## config.mk

```make
export PLATFORM = sky130hd
export DESIGN_NAME = pipe_hold_ctrl
export DESIGN_NICKNAME = d
export VERILOG_FILES = /design/src/rtl/pipe_hold_ctrl.sv
export SDC_FILE = /design/constraint.sdc
export NUM_CORES = 1
export LEC_CHECK = 0
export ABC_AREA = 1
export BUFFER_PORTS_ARGS = -buffer_cell sky130_fd_sc_hd__buf_2
export CELL_PAD_IN_SITES_DETAIL_PLACEMENT = 0
export CELL_PAD_IN_SITES_GLOBAL_PLACEMENT = 1
export CORE_UTILIZATION = 34
export CTS_CLUSTER_SIZE = 28
export DETAILED_ROUTE_END_ITERATION = 10
export GPL_ROUTABILITY_DRIVEN = 1
export PLACE_DENSITY = 0.95
export RECOVER_POWER = 100
export SYNTH_ARGS = -nofsm -noshare
export SYNTH_HDL_FRONTEND = slang
export SYNTH_SLANG_ARGS = --single-unit
```

## constraint.sdc

```tcl
create_clock -name clk -period 2.9 [get_ports clk]
set_input_delay 0.145 -clock clk [delete_from_list [all_inputs] [get_ports clk]]
set_output_delay 0.145 -clock clk [all_outputs]
set_load 0.005 [all_outputs]
```

## src/rtl/pipe_hold_ctrl.sv

```systemverilog
// Pipeline hold/flush controller: merges stall requests, stretches post-jump
// flushes, tracks debugger halt and keeps a saturating stalled-cycle count.
module pipe_hold_ctrl #(
  parameter int unsigned FLUSH_CYCLES = 1
) (
  input  logic        clk,
  input  logic        rst,
  input  logic        jump_flag_i,
  input  logic [31:0] jump_addr_i,
  input  logic        hold_flag_ex_i,
  input  logic        hold_flag_rib_i,
  input  logic        hold_flag_clint_i,
  input  logic        jtag_halt_flag_i,
  input  logic        stall_cnt_clr_i,
  output logic [2:0]  hold_flag_o,
  output logic        jump_flag_o,
  output logic [31:0] jump_addr_o,
  output logic        halted_o,
  output logic [31:0] stall_cycles_o
);

  // Hold encoding: 0 none, 1 pc, 2 if (never produced here), 3 id.
  localparam logic [2:0]  HOLD_NONE    = 3'd0;
  localparam logic [2:0]  HOLD_PC      = 3'd1;
  localparam logic [2:0]  HOLD_ID      = 3'd3;
  localparam logic [3:0]  FLUSH_RELOAD = 4'(FLUSH_CYCLES - 1);
  localparam logic [31:0] ZERO_WORD    = 32'h0;

  typedef enum logic [1:0] {
    ST_RUN   = 2'd0,
    ST_FLUSH = 2'd1,
    ST_HALT  = 2'd2
  } state_t;

  state_t      state;
  logic [3:0]  flush_cnt;
  logic [31:0] stall_cnt;

  // Redirect and hold are combinational; reset forces a safe hold with no redirect.
  always_comb begin
    hold_flag_o = HOLD_NONE;
    jump_flag_o = 1'b0;
    jump_addr_o = ZERO_WORD;
    if (!rst) begin
      hold_flag_o = HOLD_ID;
    end else begin
      jump_flag_o = jump_flag_i;
      if (jump_flag_i) jump_addr_o = jump_addr_i;
      if (jump_flag_i || hold_flag_ex_i || hold_flag_clint_i ||
          jtag_halt_flag_i || (state != ST_RUN)) begin
        hold_flag_o = HOLD_ID;
      end else if (hold_flag_rib_i) begin
        hold_flag_o = HOLD_PC;
      end
    end
  end

  always_ff @(posedge clk or negedge rst) begin
    if (!rst) begin
      state     <= ST_RUN;
      flush_cnt <= 4'd0;
      halted_o  <= 1'b0;
    end else begin
      case (state)
        ST_RUN: begin
          // Halt wins over a simultaneous jump; the jump still goes out.
          if (jtag_halt_flag_i) begin
            state    <= ST_HALT;
            halted_o <= 1'b1;
          end else if (jump_flag_i && (FLUSH_CYCLES > 1)) begin
            state     <= ST_FLUSH;
            flush_cnt <= FLUSH_RELOAD;
          end
        end
        ST_FLUSH: begin
          if (jtag_halt_flag_i) begin
            state     <= ST_HALT;
            flush_cnt <= 4'd0;
            halted_o  <= 1'b1;
          end else if (jump_flag_i) begin
            flush_cnt <= FLUSH_RELOAD;
          end else if (flush_cnt == 4'd1) begin
            state     <= ST_RUN;
            flush_cnt <= 4'd0;
          end else begin
            flush_cnt <= flush_cnt - 4'd1;
          end
        end
        ST_HALT: begin
          if (!jtag_halt_flag_i) begin
            state    <= ST_RUN;
            halted_o <= 1'b0;
          end
        end
        default: begin
          state     <= ST_RUN;
          flush_cnt <= 4'd0;
          halted_o  <= 1'b0;
        end
      endcase
    end
  end

  // Counts cycles that ended held; clear beats increment, all-ones saturates.
  always_ff @(posedge clk or negedge rst) begin
    if (!rst) begin
      stall_cnt <= 32'd0;
    end else if (stall_cnt_clr_i) begin
      stall_cnt <= 32'd0;
    end else if ((hold_flag_o != HOLD_NONE) && (stall_cnt != 32'hFFFF_FFFF)) begin
      stall_cnt <= stall_cnt + 32'd1;
    end
  end

  assign stall_cycles_o = stall_cnt;

endmodule
```

# Word-level counts from Yosys, hierarchy flattened
# Index checks and enable logic that the tools add are counted.
[word_totals] regBits=39 input_bits=40 output_inout_bits=69 wordCells=49
[classes] n_addsub=2 eq_ne=9 mux=21 reduce_logical=13
[op_table] cell="$mux 32" n=4
[op_table] cell="$add 32x1->32 const B" n=1
[op_table] cell="$ne 32x32->1 const B" n=1
[op_table] cell="$mux 2" n=7
[op_table] cell="$mux 4" n=3
[op_table] cell="$pmux 4 s2" n=1
[op_table] cell="$ne 3x3->1 const B" n=2
[op_table] cell="$pmux 2 s3" n=1
[op_table] cell="$eq 4x1->1 const B" n=1
[op_table] cell="$logic_or 1x1->1" n=4
[op_table] cell="$mux 1" n=4
[op_table] cell="$ne 2x2->1 const B" n=2
[op_table] cell="$reduce_and 4->1" n=1
[op_table] cell="$reduce_bool 2->1" n=2
[op_table] cell="$reduce_or 2->1" n=2
[op_table] cell="$sub 4x1->4 const B" n=1
[op_table] cell="$reduce_bool 3->1" n=1
[op_table] cell="$eq 2x1->1 const B" n=1
[op_table] cell="$eq 2x2->1 const B" n=1
[op_table] cell="$logic_not 2->1" n=1
[op_table] cell="$ne 2x1->1 const B" n=1
[op_table] cell="$pmux 1 s2" n=1
[op_table] cell="$reduce_and 2->1" n=1
[op_table] cell="$logic_and 1x1->1" n=1

# Depth between registers and ports, before layout
# Gate-level depths: netlist of run 1.
[logic_depth] depth_word=10 ltp_mapped=12 ltp_nobuf=11

# Least setup slack after synthesis of run 1
# No wires, ideal clock.
[synth_path] path_type="register -> register" from="reg stall_cnt[0] (netlist: stall_cycles_o[0])" to="reg stall_cnt[28] (netlist: stall_cycles_o[28])" setup_ns=0.065 t_arrival_ns=1.600 t_required_ns=2.835 setup_slack_ns=1.234 stages_incl_launch_ff=13 n_path_buf=1 period_less_slack_ns=1.666 path_cell_list="dfrtp_1 -> ha_1 -> nand2_2 -> nor2_4 -> nand2_4 -> nor2_4 -> nand2_2 -> nand2_2 -> nand2_4 -> clkinv_4 -> buf_12 -> nand2_2 -> nand2_1"
[synth_between] elab_chain_len=3 word_cells_on_any_way=6 classes_between="1 x add/sub; 1 x eq/ne; 2 x mux; 2 x reduce/logical"
[synth_lines] item="start, declared" line="37" source="logic [31:0] stall_cnt;"
[synth_lines] item="start signal, assigned" line="111" source="stall_cnt <= stall_cnt + 32'd1;"
[synth_lines] item="$add 32x1->32 or $ne 32x32->1 (tied branches)" line="111, 110"
[synth_lines] item="$mux 32 or $logic_and 1x1->1 (tied branches)" line="110" source="end else if ((hold_flag_o != HOLD_NONE) && (stall_cnt != 32'hFFFF_FFFF)) begin"
[synth_lines] item="$mux 32 or $reduce_bool 2->1 (tied branches)"
# Parallel ways exist; a longest one is shown, timed or not. The select of a mux whose other input is x is not followed.
# A chain may end at the register's enable or synchronous reset.

# Worst setup path in the final report of run 1
[layout_path] from="reg stall_cnt[0] (netlist: stall_cycles_o[0])" to="reg stall_cnt[15] (netlist: stall_cycles_o[15])"
# The elaborated chain is that of the path after synthesis.

==> results of run 1 <==
==> synthesized netlist by cell type, drive strengths merged <==
cell type and instances:
nand3b 1, buf 5, o21bai 3, nor3 1, clkinv 2, nand3 24
dfrtp 33, ha 1, clkbuf 6, o21ai 3, nand2 156, inv 63
nand4 20, xor2 6, nor2 96, conb 1, xnor2 3, or2 2
a21oi 1
==> final cells by class <==
class / instances / area, um^2 / area share, %
Clock inverter: 2 / 10.0 / 0.315
Tap cell: 99 / 124 / 3.90
Clock buffer: 6 / 72.6 / 2.28
Multi-Input combinational cell: 318 / 1390 / 43.8
Timing Repair Buffer: 112 / 504 / 15.9
Inverter: 65 / 249 / 7.84
Sequential cell: 33 / 826 / 26.0
==> cells in the final DEF, fill, tap and decap left out <==
cell           instances
a21oi_1                1
buf_1                  2
buf_2                 43
buf_4                  2
clkbuf_1              56
clkbuf_2               8
clkbuf_8               5
clkinv_1               1
clkinv_2               2
clkinv_4               1
conb_1                 1
dfrtp_1               33
dlygate4sd3_1          2
ha_1                   1
inv_1                 63
nand2_1              146
nand2_2                9
nand2_4                1
nand3_1               24
nand3b_1               1
nand4_1               20
nor2_1                95
nor2_4                 1
nor3_1                 1
o21ai_0                3
o21bai_1               3
or2_2                  2
xnor2_1                3
xor2_1                 6
==> tightest hold or removal path, cell delays in order <==
cell     delay (ns)
buf_2          0.17
nor2_1         0.07
nand2_1        0.05
nand2_1        0.04
==> through the flow <==
stage	hold WS, ns	util [%]	setup slack, ns	instance area [um^2]
floorplan	-0.151	-	1.23	2570
global placement	0.222	43.6	0.861	3180
detailed placement	0.229	43.6	0.789	3180
CTS	0.214	45.0	0.457	3280
global route	0.268	43.6	0.128	3180
finish	0.221	43.6	0.365	3180
==> power groups by stage <==
| stage | logic [W] | clock network [W] | registers, W |
|---|---|---|---|
| floorplan | 0.0000425 | 0 | 0.000478 |
| global placement | 0.000106 | 0 | 0.000478 |
| detailed placement | 0.000107 | 0 | 0.000479 |
| CTS | 0.000109 | 0.000348 | 0.000470 |
| global route | 0.000122 | 0.000369 | 0.000470 |
| finish | 0.000103 | 0.000341 | 0.000470 |
==> what timing repair did <==
item,CTS,global route
resized for setup,0,0
setup endpoints to repair,0,0
hold buffers,2,0
hold endpoints to repair,34,0
==> kinds of logic (layout without fill, tap and decap cells) <==
family                     count (synthesis)  after routing
DFF                                       33             33
and+or+nand+nor                          300            300
other                                      1              1
xor gates and xnor gates                   9              9
buffers and inverters                     76            185
AOI/OAI and AO/OA                          7              7
adders and majority gates                  1              1
==> worst paths after layout <==
check / from / end / slack, ns / cells after the start
worst max-delay path: stall_cycles_o[0]$_DFFE_PN0P_ / stall_cycles_o[15]$_DFFE_PN0P_ / 0.36 / 9
worst min-delay path: stall_cnt_clr_i / stall_cycles_o[10]$_DFFE_PN0P_ / 0.22 / 4
worst max register to register: stall_cycles_o[0]$_DFFE_PN0P_ / stall_cycles_o[15]$_DFFE_PN0P_ / 0.36 / 9
worst min register to register: stall_cycles_o[1]$_DFFE_PN0P_ / stall_cycles_o[1]$_DFFE_PN0P_ / 0.57 / 2
max in group asynchronous: rst / stall_cycles_o[4]$_DFFE_PN0P_ / 2.13 / 3
min in group asynchronous: rst / stall_cycles_o[22]$_DFFE_PN0P_ / 0.44 / 3
==> routing by layer <==
metal	up-vias	track usage (%)	routed length, um
met3	4	2.68	389
met4	0	3.75	36
met2	82	37.6	3720
li1	1506	-	-
met1	1293	23.8	3470
met5	-	0	0
==> registers in the layout (all words and copies together) (netlist names) <==
name,cells
state,1
stall_cycles_o,32
==> results.sh, run 1 <==
export IMPL_power_frac_clock_pct=37.3
export IMPL_routed_wl_um=7620
export IMPL_switchingPower_w=0.000240
export IMPL_p_total_w=0.000914
export IMPL_status="complete, no violations"
export IMPL_crit_type="flip-flop to flip-flop"
export IMPL_synth_area_per_cell_um2=6.02
export IMPL_nFillCells=826
export IMPL_report_final_slew_viol_count=0
export IMPL_core_um2=7290
export IMPL_skew_ns=0.00679
export IMPL_cts_inserted_buffers=5
export IMPL_critPathLaunchType="flip-flop"
export IMPL_synth_seq_area_share_pct=32.1
export IMPL_die_area_um2=7910
export IMPL_layout_cells_non_filler=635
export IMPL_worst_path_largest_cell_delay_ns=0.45
export IMPL_grt_pass1_wl_um=12300
export IMPL_tns_ns=0
export IMPL_path_buf_inv=1
export IMPL_post_route_period_util_pct=87.4
export IMPL_ys_types=26
export IMPL_min_path_type="input pin to flip-flop"
export IMPL_vias_per_cell=4.54
export IMPL_drtPass1Iterations=4
export IMPL_synthesis_nets=468
export IMPL_drv_cap=0
export IMPL_rsz0062_at_grt="false"
export IMPL_gp_congestion=0.860
export IMPL_dp_hpwl_um=5790
export IMPL_p_per_area_nw_per_um2=288
export IMPL_overflow=0
export IMPL_cts_tree="yes"
export IMPL_p_seq_share_pct=51.4
export IMPL_p_int_w=0.000674
export IMPL_swShare_pct=26.2
export IMPL_pwr_share_comb_pct=11.3
export IMPL_synth_top_area_cell="dfrtp_1"
export IMPL_ios=109
export IMPL_nets=576
export IMPL_grt_max_degree=35
export IMPL_yosys_warnings=0
export IMPL_clockBufferDepth=2
export IMPL_worst_ep_required_time_ns=3.07
export IMPL_vias=2885
export IMPL_synth_top_area_share_pct=32.1
export IMPL_die_w_um=88.9
export IMPL_crit_chain="ha_1, nand2_2, nor2_1, nand2_4, nor2_1, a21oi_1, clkbuf_2, nand3_1, nand2_1"
export IMPL_clkTransAtPathRegs_ns=0.08
export IMPL_synthAdderAreaFrac_pct=0.487
export IMPL_drtIter0Drc=93
export IMPL_synth_xor_area_share_pct=3.07
export IMPL_post_cts_buffers=0
export IMPL_synthMuxAreaShare_pct=0
export IMPL_max_freq_mhz=394
export IMPL_die_h_um=88.9
export IMPL_io_buffers=107
export IMPL_antenna_found_initial=0
export IMPL_routedWlPerCell_um=12.0
export IMPL_area_delta_synth_final_pct=23.6
export IMPL_tightest_slew_ns=0.928
export IMPL_yosys_area_share_simple_pct=50.0
export IMPL_start_util_pct=35.2
export IMPL_fin_crit_ns=2.54
export IMPL_yosys_top_cells_area="dfrtp_1 (32%), nand2_1 (21%), nor2_1 (14%)"
export IMPL_grt_pass1_vias=2734
export IMPL_route_detailed_drc=0
export IMPL_insertion_delay_ns=0.28
export IMPL_drive_above_1_share_pct=13.8
export IMPL_cts_max_level=2
export IMPL_cp_common_cell="nor2_1"
export IMPL_max_slew_margin_pct=38.0
export IMPL_num_rows=31
export IMPL_ir_worst_vdd_uv=140
export IMPL_grt_usage_pct=19.7
export IMPL_synth_seq_cells=33
export IMPL_clock_sinks=33
export IMPL_cp_arrival_ns=2.71
export IMPL_crit_path_end_kind="flip-flop"
export IMPL_placed_cells=625
export IMPL_hold_viol_final=0
export IMPL_synth_compound_area_share_pct=1.66
export IMPL_p_leak_nw=1.67
export IMPL_root_buffer="clkbuf_8"
export IMPL_antenna_left=0
export IMPL_synth_top_family_by_area="simple AND/OR/NAND/NOR gates"
export IMPL_path_max_fanout=16
export IMPL_critPathSlowestCell="dfrtp_1"
export IMPL_syn_inst=427
export IMPL_setup_viol=0
export IMPL_crit_family="simple AND/OR/NAND/NOR gates"
export IMPL_diodes=0
export IMPL_syn_area_um2=2570
No activity file was read; power rests on OpenSTA's default activity.
==> inputs of run 2 (changes only) <==
--- a/config.mk
+++ b/config.mk
@@ -9,6 +9,7 @@
 export BUFFER_PORTS_ARGS = -buffer_cell sky130_fd_sc_hd__buf_2
 export CELL_PAD_IN_SITES_DETAIL_PLACEMENT = 0
 export CELL_PAD_IN_SITES_GLOBAL_PLACEMENT = 1
+export CORE_MARGIN = 10
 export CORE_UTILIZATION = 34
 export CTS_CLUSTER_SIZE = 28
 export DETAILED_ROUTE_END_ITERATION = 10
==> run 2 against run 1 <==
Sequential power hardly changed; sequential share of layout area decreased by 0.27 points; via count increased by 1.4%; clock skew increased by 0.0078 ns; clock-buffer cell count up 1; clock power increased by 35%.
==> results.sh, run 2 (same netlist as run 1, synthesis figures left out) <==
export IMPL_min_path_type="input pin to flip-flop"
export IMPL_clock_sinks=33
export IMPL_hold_viol_final=0
export IMPL_routed_wl_um=8710
export IMPL_grt_usage_pct=14.7
export IMPL_insertion_delay_ns=0.29
export IMPL_critPathLaunchType="flip-flop"
export IMPL_start_util_pct=35.2
export IMPL_clockBufferDepth=2
export IMPL_layout_cells_non_filler=635
export IMPL_antenna_left=0
export IMPL_worstRegToRegCells=11
export IMPL_cts_resized_gates=0
export IMPL_die_h_um=107
export IMPL_worstReg2RegEnd="stall_cycles_o[31]$_DFFE_PN0P_"
export IMPL_hold_path_end="stall_cycles_o[4]$_DFFE_PN0P_"
export IMPL_nets=576
export IMPL_rsz0062_at_grt="false"
export IMPL_diodes=0
export IMPL_grt_pass1_vias=2828
export IMPL_placed_cells=625
export IMPL_drtPass1Iterations=4
export IMPL_max_freq_mhz=391
export IMPL_die_area_um2=11400
export IMPL_grt_pass1_wl_um=14100
export IMPL_report_final_slew_viol_count=0
export IMPL_worst_ep_required_time_ns=3.13
export IMPL_p_leak_nw=1.66
export IMPL_antenna_found_initial=0
export IMPL_cts_inserted_buffers=5
export IMPL_die_w_um=107
export IMPL_clkTransAtPathRegs_ns=0.08
export IMPL_largest_reg_flops=32
export IMPL_post_cts_buffers=0
export IMPL_drtIter0Drc=212
export IMPL_skew_ns=0.0146
export IMPL_startpoint="stall_cycles_o[0]$_DFFE_PN0P_"
export IMPL_grt_max_degree=35
export IMPL_crit_path_end_kind="flip-flop"
export IMPL_max_slew_margin_pct=37.0
export IMPL_route_detailed_drc=0
export IMPL_drive_above_1_share_pct=12.7
export IMPL_timing_rr_start="stall_cycles_o[0]$_DFFE_PN0P_"
export IMPL_root_buffer="clkbuf_8"
export IMPL_final_util_pct=44.0
export IMPL_post_route_period_util_pct=88.1
export IMPL_cts_max_level=2
export IMPL_setup_viol=0
export IMPL_vias=2924
export IMPL_io_buffers=107
export IMPL_cp_arrival_ns=2.78
export IMPL_overflow=0
export IMPL_tightest_slew_ns=0.942
export IMPL_status="complete, no violations"
export IMPL_regToRegSetupSlack_ns=0.34
export IMPL_holdPathStages=4
export IMPL_tns_ns=0
export IMPL_ios=109
export IMPL_cts_tree="yes"
export IMPL_fin_crit_ns=2.56
export IMPL_area_delta_synth_final_pct=24.9
export IMPL_p_per_area_nw_per_um2=323
export IMPL_routedWlPerCell_um=13.7
export IMPL_vias_per_cell=4.60
export IMPL_crit_type="flip-flop to flip-flop"
export IMPL_drv_cap=0
export IMPL_num_rows=31
export IMPL_layout_commonest_cell="nand2_1"
export IMPL_dp_hpwl_um=6900
export IMPL_path_max_fanout=28
export IMPL_core_um2=7290
export IMPL_hold_buffers=2
export IMPL_final_cell_mix="nand2_1 (143), nor2_1 (95), clkbuf_1 (66)"
export IMPL_ir_worst_vdd_uv=151
export IMPL_hold_start="stall_cnt_clr_i"
export IMPL_gp_congestion=0.873
export IMPL_nFillCells=827
## run 2: area by class of cell
class                   instances  area, um^2  area share, %
multi-input cells             318        1400           43.7
clock inverters                 1        30.0          0.935
flip-flops and latches         33         826           25.7
clock buffers                   7        86.3           2.69
repair buffers                112         493           15.4
inverters                      65         248           7.72
well taps                      99         124           3.86
## run 2: metrics by stage
step	total power (W)	setup slack (ns)	cell area (um^2)	hold WS (ns)
after floorplan	0.000521	1.23	2570	-0.151
after global placement	0.000586	0.869	3180	0.233
after detailed placement	0.000589	0.791	3180	0.246
after CTS	0.00105	0.412	3320	0.204
after global routing	0.00108	0.0892	3210	0.240
final	0.00104	0.344	3210	0.208
## run 2: worst max path at each step
stage,slack (ns),cells past startpoint,to
6_report,0.34,11,stall_cycles_o[31]$_DFFE_PN0P_
5_1_grt,0.09,6,jump_addr_o[18]
4_1_cts,0.41,6,jump_addr_o[11]
3_5_place_dp,0.79,9,stall_cycles_o[0]$_DFFE_PN0P_
3_3_place_gp,0.87,9,stall_cycles_o[0]$_DFFE_PN0P_
2_1_floorplan,1.23,12,stall_cycles_o[28]$_DFFE_PN0P_
## run 2: critical path: stages (launching register included)
cell,delay (ns)
dfrtp_1,0.46
ha_1,0.22
nand2_2,0.06
nor2_1,0.42
nand2_4,0.10
nor2_1,0.28
nand2_2,0.09
nand2_1,0.10
nand2_4,0.11
clkinvlp_4,0.45
nand2_1,0.11
nand2_1,0.09
## run 2: report_power, final
| part | total, W | switching [W] | internal (W) |
|---|---|---|---|
| clock | 0.000462 | 0.000182 | 0.000281 |
| sequential | 0.000470 | 0.00000588 | 0.000464 |
| combinational | 0.000105 | 0.0000623 | 0.0000425 |
| total | 0.00104 | 0.000250 | 0.000787 |
## run 2: metal layers
metal,vias up,share of wire (%),GRT usage (%)
met4,0,0.47,2.80
met5,-,0,0
met3,4,8.2,3.71
met1,1301,42,17.0
met2,119,50,26.8
li1,1500,-,-
